==> config.mk <==
export PLATFORM = sky130hd
export DESIGN_NAME = seg_scan_decoder
export DESIGN_NICKNAME = d
export VERILOG_FILES = /design/src/rtl/seg_pkg.sv /design/src/rtl/seg_dwell_detect.sv /design/src/rtl/seg_scan_decoder.sv
export SDC_FILE = /design/constraint.sdc
export NUM_CORES = 1
export LEC_CHECK = 0
export ABC_AREA = 1
export BUFFER_PORTS_ARGS = -buffer_cell sky130_fd_sc_hd__buf_2
export CORE_UTILIZATION = 49
export DETAILED_ROUTE_END_ITERATION = 10
export GPL_TIMING_DRIVEN = 0
export PLACE_DENSITY = 0.83
export SYNTH_ARGS = -nofsm -noshare
export SYNTH_HDL_FRONTEND = slang
export SYNTH_SLANG_ARGS = --single-unit
==> constraint.sdc <==
create_clock -name clk -period 2.2 [get_ports clk]
set_input_delay 0.22 -clock clk [delete_from_list [all_inputs] [get_ports clk]]
set_output_delay 0.22 -clock clk [all_outputs]
set_load 0.02 [all_outputs]
==> src/rtl/seg_pkg.sv <==
// Shared constants and decode helpers for the 7-segment scan decoder.
// Segment patterns are active-low, bit6=g .. bit0=a.
package seg_pkg;

    localparam logic [3:0] SEG_BLANK_ANODE = 4'b1111;

    localparam logic [6:0] SEG_HEX_0 = 7'b1000000;
    localparam logic [6:0] SEG_HEX_1 = 7'b1111001;
    localparam logic [6:0] SEG_HEX_2 = 7'b0100100;
    localparam logic [6:0] SEG_HEX_3 = 7'b0110000;
    localparam logic [6:0] SEG_HEX_4 = 7'b0011001;
    localparam logic [6:0] SEG_HEX_5 = 7'b0010010;
    localparam logic [6:0] SEG_HEX_6 = 7'b0000010;
    localparam logic [6:0] SEG_HEX_7 = 7'b1111000;
    localparam logic [6:0] SEG_HEX_8 = 7'b0000000;
    localparam logic [6:0] SEG_HEX_9 = 7'b0010000;
    localparam logic [6:0] SEG_HEX_A = 7'b0001000;
    localparam logic [6:0] SEG_HEX_B = 7'b0000011;
    localparam logic [6:0] SEG_HEX_C = 7'b1000110;
    localparam logic [6:0] SEG_HEX_D = 7'b0100001;
    localparam logic [6:0] SEG_HEX_E = 7'b0000110;
    localparam logic [6:0] SEG_HEX_F = 7'b0001110;

    typedef enum logic [1:0] {
        ANODE_BLANK,
        ANODE_DIGIT,
        ANODE_BAD
    } anode_class_e;

    typedef struct packed {
        anode_class_e cls;
        logic [1:0]   idx;
    } anode_info_t;

    // Returns {legal, nibble}; nibble is 0 when the pattern is not in the table.
    function automatic logic [4:0] seg_to_hex(input logic [6:0] seg);
        logic [4:0] res;
        case (seg)
            SEG_HEX_0: res = 5'h10;
            SEG_HEX_1: res = 5'h11;
            SEG_HEX_2: res = 5'h12;
            SEG_HEX_3: res = 5'h13;
            SEG_HEX_4: res = 5'h14;
            SEG_HEX_5: res = 5'h15;
            SEG_HEX_6: res = 5'h16;
            SEG_HEX_7: res = 5'h17;
            SEG_HEX_8: res = 5'h18;
            SEG_HEX_9: res = 5'h19;
            SEG_HEX_A: res = 5'h1A;
            SEG_HEX_B: res = 5'h1B;
            SEG_HEX_C: res = 5'h1C;
            SEG_HEX_D: res = 5'h1D;
            SEG_HEX_E: res = 5'h1E;
            SEG_HEX_F: res = 5'h1F;
            default:   res = 5'h00;
        endcase
        return res;
    endfunction

    function automatic anode_info_t anode_classify(input logic [3:0] anode);
        anode_info_t info;
        info.cls = ANODE_BAD;
        info.idx = 2'd0;
        case (anode)
            SEG_BLANK_ANODE: info.cls = ANODE_BLANK;
            4'b1110: begin info.cls = ANODE_DIGIT; info.idx = 2'd0; end
            4'b1101: begin info.cls = ANODE_DIGIT; info.idx = 2'd1; end
            4'b1011: begin info.cls = ANODE_DIGIT; info.idx = 2'd2; end
            4'b0111: begin info.cls = ANODE_DIGIT; info.idx = 2'd3; end
            default: info.cls = ANODE_BAD;
        endcase
        return info;
    endfunction

endpackage

==> src/rtl/seg_dwell_detect.sv <==
// Dwell tracker: raises capture_stb once per stable {anode,seg} dwell after
// SETTLE_CYCLES consecutive unchanged cycles.
module seg_dwell_detect
    import seg_pkg::*;
#(
    parameter int unsigned SETTLE_CYCLES = 4,
    parameter int unsigned CNT_W         = 8
) (
    input  logic       clk,
    input  logic       rst,
    input  logic [3:0] anode_in,
    input  logic [6:0] seg_in,
    output logic       capture_stb,
    output logic [3:0] anode_stable,
    output logic [6:0] seg_stable
);

    localparam logic [CNT_W-1:0] SETTLE_MAX  = CNT_W'(SETTLE_CYCLES);
    localparam logic [CNT_W-1:0] SETTLE_LAST = CNT_W'(SETTLE_CYCLES - 1);

    logic [10:0]      pair_q, pair_d;
    logic [CNT_W-1:0] cnt_q, cnt_d;
    logic             done_q, done_d;
    logic [10:0]      pair_in;
    logic             changed;

    always_comb begin
        pair_in     = {anode_in, seg_in};
        changed     = (pair_in != pair_q);
        pair_d      = pair_in;
        cnt_d       = cnt_q;
        done_d      = done_q;
        capture_stb = 1'b0;
        if (changed) begin
            cnt_d  = '0;
            done_d = 1'b0;
        end else begin
            if (cnt_q != SETTLE_MAX) begin
                cnt_d = cnt_q + CNT_W'(1);
            end
            if ((cnt_q == SETTLE_LAST) && !done_q) begin
                capture_stb = 1'b1;
                done_d      = 1'b1;
            end
        end
    end

    // Pair resets to all-1s so the idle state reads as a blank display.
    always_ff @(posedge clk or posedge rst) begin
        if (rst) begin
            pair_q <= '1;
            cnt_q  <= '0;
            done_q <= 1'b0;
        end else begin
            pair_q <= pair_d;
            cnt_q  <= cnt_d;
            done_q <= done_d;
        end
    end

    assign anode_stable = pair_q[10:7];
    assign seg_stable   = pair_q[6:0];

endmodule

==> src/rtl/seg_scan_decoder.sv <==
// Receive-side 7-segment scan decoder: rebuilds four hex digits from a multiplexed
// active-low seg/anode bus. Define SEG_SYNC_EN to add 2-flop input synchronizers.
module seg_scan_decoder
    import seg_pkg::*;
#(
    parameter int unsigned SETTLE_CYCLES = 4,
    parameter int unsigned CNT_W         = 8
) (
    input  logic        clk,
    input  logic        rst,
    input  logic [6:0]  seg_in,
    input  logic [3:0]  anode_in,
    output logic [15:0] value,
    output logic [3:0]  digit_valid,
    output logic        frame_pulse,
    output logic        err_pulse,
    output logic [1:0]  err_digit
);

    logic [3:0] anode_trk;
    logic [6:0] seg_trk;

`ifdef SEG_SYNC_EN
    logic [10:0] sync1_q, sync1_d;
    logic [10:0] sync2_q, sync2_d;

    always_comb begin
        sync1_d = {anode_in, seg_in};
        sync2_d = sync1_q;
    end

    always_ff @(posedge clk or posedge rst) begin
        if (rst) begin
            sync1_q <= '1;
            sync2_q <= '1;
        end else begin
            sync1_q <= sync1_d;
            sync2_q <= sync2_d;
        end
    end

    assign anode_trk = sync2_q[10:7];
    assign seg_trk   = sync2_q[6:0];
`else
    assign anode_trk = anode_in;
    assign seg_trk   = seg_in;
`endif

    logic       capture_stb;
    logic [3:0] anode_stable;
    logic [6:0] seg_stable;

    seg_dwell_detect #(
        .SETTLE_CYCLES(SETTLE_CYCLES),
        .CNT_W        (CNT_W)
    ) u_dwell (
        .clk         (clk),
        .rst         (rst),
        .anode_in    (anode_trk),
        .seg_in      (seg_trk),
        .capture_stb (capture_stb),
        .anode_stable(anode_stable),
        .seg_stable  (seg_stable)
    );

    logic [15:0] value_q, value_d;
    logic [3:0]  valid_q, valid_d;
    logic [3:0]  mask_q, mask_d;
    logic        frame_q, frame_d;
    logic        err_q, err_d;
    logic [1:0]  err_digit_q, err_digit_d;

    anode_info_t anode_info;
    logic [4:0]  seg_dec;
    logic [3:0]  mask_upd;

    always_comb begin
        value_d     = value_q;
        valid_d     = valid_q;
        mask_d      = mask_q;
        frame_d     = 1'b0;
        err_d       = 1'b0;
        err_digit_d = err_digit_q;
        anode_info  = anode_classify(anode_stable);
        seg_dec     = seg_to_hex(seg_stable);
        mask_upd    = mask_q | (4'b0001 << anode_info.idx);

        if (capture_stb) begin
            case (anode_info.cls)
                ANODE_DIGIT: begin
                    if (seg_dec[4]) begin
                        value_d[{anode_info.idx, 2'b00} +: 4] = seg_dec[3:0];
                        valid_d[anode_info.idx]               = 1'b1;
                        // Frame completes on the same edge as the last nibble update.
                        if (mask_upd == 4'b1111) begin
                            frame_d = 1'b1;
                            mask_d  = '0;
                        end else begin
                            mask_d = mask_upd;
                        end
                    end else begin
                        valid_d[anode_info.idx] = 1'b0;
                        err_d                   = 1'b1;
                        err_digit_d             = anode_info.idx;
                    end
                end
                ANODE_BAD: begin
                    err_d       = 1'b1;
                    err_digit_d = 2'd0;
                end
                default: begin
                end
            endcase
        end
    end

    always_ff @(posedge clk or posedge rst) begin
        if (rst) begin
            value_q     <= '0;
            valid_q     <= '0;
            mask_q      <= '0;
            frame_q     <= 1'b0;
            err_q       <= 1'b0;
            err_digit_q <= '0;
        end else begin
            value_q     <= value_d;
            valid_q     <= valid_d;
            mask_q      <= mask_d;
            frame_q     <= frame_d;
            err_q       <= err_d;
            err_digit_q <= err_digit_d;
        end
    end

    assign value       = value_q;
    assign digit_valid = valid_q;
    assign frame_pulse = frame_q;
    assign err_pulse   = err_q;
    assign err_digit   = err_digit_q;

endmodule

==> summary.md <==
| Metric | Value |
|---|---|
| Initial antenna violation count | `0` |
| Post-synth EDFFs | `0` |
| Clock Tree Buf Depth | `2` |
| P_sw | `411 uW` |
| Number of synthesized register bits | `48` |
| Slew @ Worst Pin | `0.491 ns` |
| Clk pwr share | `31.3%` |
| Ports | `37` |
| Critical path fanouts, max | `5` |
| Crit end category | `register` |
| Mapped Nets | `383` |
| Power density cells | `489 nW/um^2` |
| Post-DP HPWL | `4320 um` |
| Vias | `2415` |
| Total gr overflow | `0` |
| Final hold viol count | `0` |
| Leak Pwr | `1.80 nW` |
| TritonCTS Buffers | `5` |
| Fin cells | `485` |
| Area leader, netlist | `dfrtp_1` |
| Largest net degree at the start of global routing | `46` |
| Worst-path clk slew | `0.08 ns` |
| Antenna cells | `0` |
| Minimum clock period | `2.10 ns` |
| Drt first pass iters | `4` |
| Max-slew violation count | `0` |
| Synth area leaders | `dfrtp_1, nand2_1, dfstp_2, nor2_1, nand3_1` |
| Clk_skew | `0.00588 ns` |
| Nets | `434` |
| Ys flop type | `dfrtp_1` |
| CTS tree | `done` |
| Max Cap Violations | `0` |
| R2r endpoint | `mask_q[3]` |
| Post-synth top cells | `nand2_1, nor2_1, dfrtp_1` |
| Mapped cell area | `2790 sq um` |
| Core footprint | `5510 sq um` |
| Post-synth top area share | `33.2%` |
| Share of layout cells above drive strength 1 | `28.1%` |
| Avg Inst Size Synth | `7.74 sq um` |
| Comb pwr share | `11.7%` |
| Required time of the critical path | `2.42 ns` |
| CP Launch Point | `u_dwell.pair_q[10]` |
| Sw frac | `25.6%` |
| Wirelength, routed | `5680 um` |
| Endpoints failing setup | `0` |
| Final Cell Area | `3280 sq um` |
| Post-DP Area | `3080 sq um` |
| Min-Delay Path Class | `in2reg` |
| ANT nets after route | `0` |
| FMAX | `477 MHz` |
| CP Capture Point | `mask_q[3]` |
| Site Rows | `27` |
| Sequential share of power | `57.0%` |
| Status | `finished clean` |
| CP Class | `reg2reg` |
| H-tree levels | `2` |
| Cell with the most instances after synthesis | `nand2_1` |
| Tot Pwr | `1.60 mW` |
| Die Ht | `77.5 um` |
| Vias per cell | `4.98` |
| Vias in the first global route | `2273` |
| Root Buffer | `clkbuf_8` |
| Final Util | `59.6%` |
| Sequential share of the synthesized area | `43.5%` |
| Max_slew headroom | `67.0%` |
| Initial core utilization | `50.7%` |
| Residual DRC | `0` |
| GPL Wtd Cong | `0.824` |
| Skew-Pair Late Insertion Delay | `0.29 ns` |
| Die Width | `77.5 um` |
| Distinct cells, synth | `29` |
| Number of synthesis warnings | `0` |
| Final period util | `95.4%` |
| I/O Buffers | `36` |
| Worst VDD drop | `0.412 mV` |
| 1st-iter DRT viols | `100` |
| Mapped Cells | `361` |
| CP startpoint kind | `register` |
| Full die area | `6010 sq um` |
| CP arrival | `2.32 ns` |
| R2R Setup Slk | `0.10 ns` |
| CTS sink count | `48` |
| First-pass GRT wire length | `9670 um` |
| Ys async rst share | `100%` |
| Overall Global Routing Usage | `19.9%` |
| Layout area overhead | `17.5%` |
| DR WL/cell | `11.7 um` |
| Fill cells | `458` |
| RSZ-0062 raised after global routing | `no` |
| Worst reg2reg startpoint | `u_dwell.pair_q[10]` |
| Dpl cells | `470` |
| Cell Int Power | `1.19 mW` |
| Worst r2r path cells | `11` |
cells in the final DEF, fill, tap and decap left out, types with 2 or more instances in the layout:
cell type / instances
a21oi_1: 10
buf_12: 2
buf_2: 36
buf_4: 8
clkbuf_1: 2
clkbuf_8: 5
dfrtp_1: 37
dfstp_2: 11
ha_1: 8
inv_1: 28
inv_2: 13
nand2_1: 111
nand2_2: 11
nand2_4: 4
nand3_1: 22
nand3_2: 3
nand4_1: 12
nor2_1: 45
nor2_4: 6
nor3_1: 2
o21ai_0: 8
o21ai_1: 3
o21ai_2: 6
or2_2: 4
xnor2_1: 7
worst max-delay path, stage by stage, from the launching register on:
cell	delay (ns)
dfstp_2	0.56
buf_4	0.11
inv_2	0.03
nand3_1	0.11
nand2_4	0.09
buf_4	0.14
buf_4	0.13
ha_1	0.18
or2_2	0.33
o2111ai_4	0.10
nand2_1	0.11
o21ai_2	0.13
cells by family after synthesis:
kind of cell / count (synthesis) / share of synthesized area, %
adder cells (fa/ha/maj): 9 / 4.03
buffers and inverters: 44 / 6.63
AND/OR/NAND/NOR: 224 / 37.9
XOR/XNOR: 7 / 2.20
AO/OA/AOI/OAI: 29 / 5.78
flip-flops: 48 / 43.5
registers in the layout, summed over array words and instances (netlist names), named ones only:
register	cells
u_dwell.pair_q	11
err_digit	2
err_pulse	1
frame_pulse	1
u_dwell.cnt_q	8
u_dwell.done_q	1
mask_q	4
value	16
how the worst min path moves through the flow:
stage / slack (ns) / cells past startpoint / start / to
3_5_place_dp: 0.10 / 2 / rst / value[1]
3_3_place_gp: 0.34 / 1 / seg_in[0] / u_dwell.pair_q[0]
2_1_floorplan: 0.22 / 0 / seg_in[0] / u_dwell.pair_q[0]
5_1_grt: 0.03 / 1 / seg_in[1] / u_dwell.pair_q[1]
6_report: 0.04 / 1 / seg_in[1] / u_dwell.pair_q[1]
4_1_cts: 0.03 / 1 / seg_in[0] / u_dwell.pair_q[0]
final cells by class:
type                       count  area [sq um]  area share [%]
timing repair buffer          45           263            8.01
buffer                         2          27.5           0.839
clock inverter                 1          5.00           0.152
sequential                    48          1210            37.0
tap                           72          90.1            2.74
clock buffer                   7          76.3            2.33
multi-input combinational    269          1450            44.2
inverter                      41           154            4.69
power groups by stage:
stage	registers (mW)	clock network [mW]	logic, mW
after floorplan	0.929	0	0.116
after global placement	0.931	0	0.152
after detailed placement	0.932	0	0.162
after CTS	0.915	0.511	0.166
after global routing	0.917	0.543	0.212
final	0.915	0.501	0.187
per-stage QoR:
stage	TNS [ns]	hold WS [ns]	worst slack [ns]
finish	0	0.0374	0.102
global route	0	0.0337	0.00826
CTS	0	0.0340	0.0377
detailed placement	-0.928	0.105	-0.236
global placement	-0.468	0.344	-0.170
floorplan	0	0.224	0.0187
timing repair:
action                     4_1_cts  5_1_grt
gates resized for setup          3       10
setup endpoints to repair        8        9
pin swaps                        0        5
setup buffers                    0        7
hold buffers                     1        0
hold endpoints to repair         3        0
per-layer routing:
metal / vias up / GRT usage (%) / wire length [um]
met1: 1115 / 25.1 / 2610
met3: 7 / 3.29 / 163
li1: 1240 / - / -
met2: 53 / 35.6 / 2830
met5: - / 0 / 0
met4: 0 / 4.72 / 74
(Power assumes the default switching activity.)
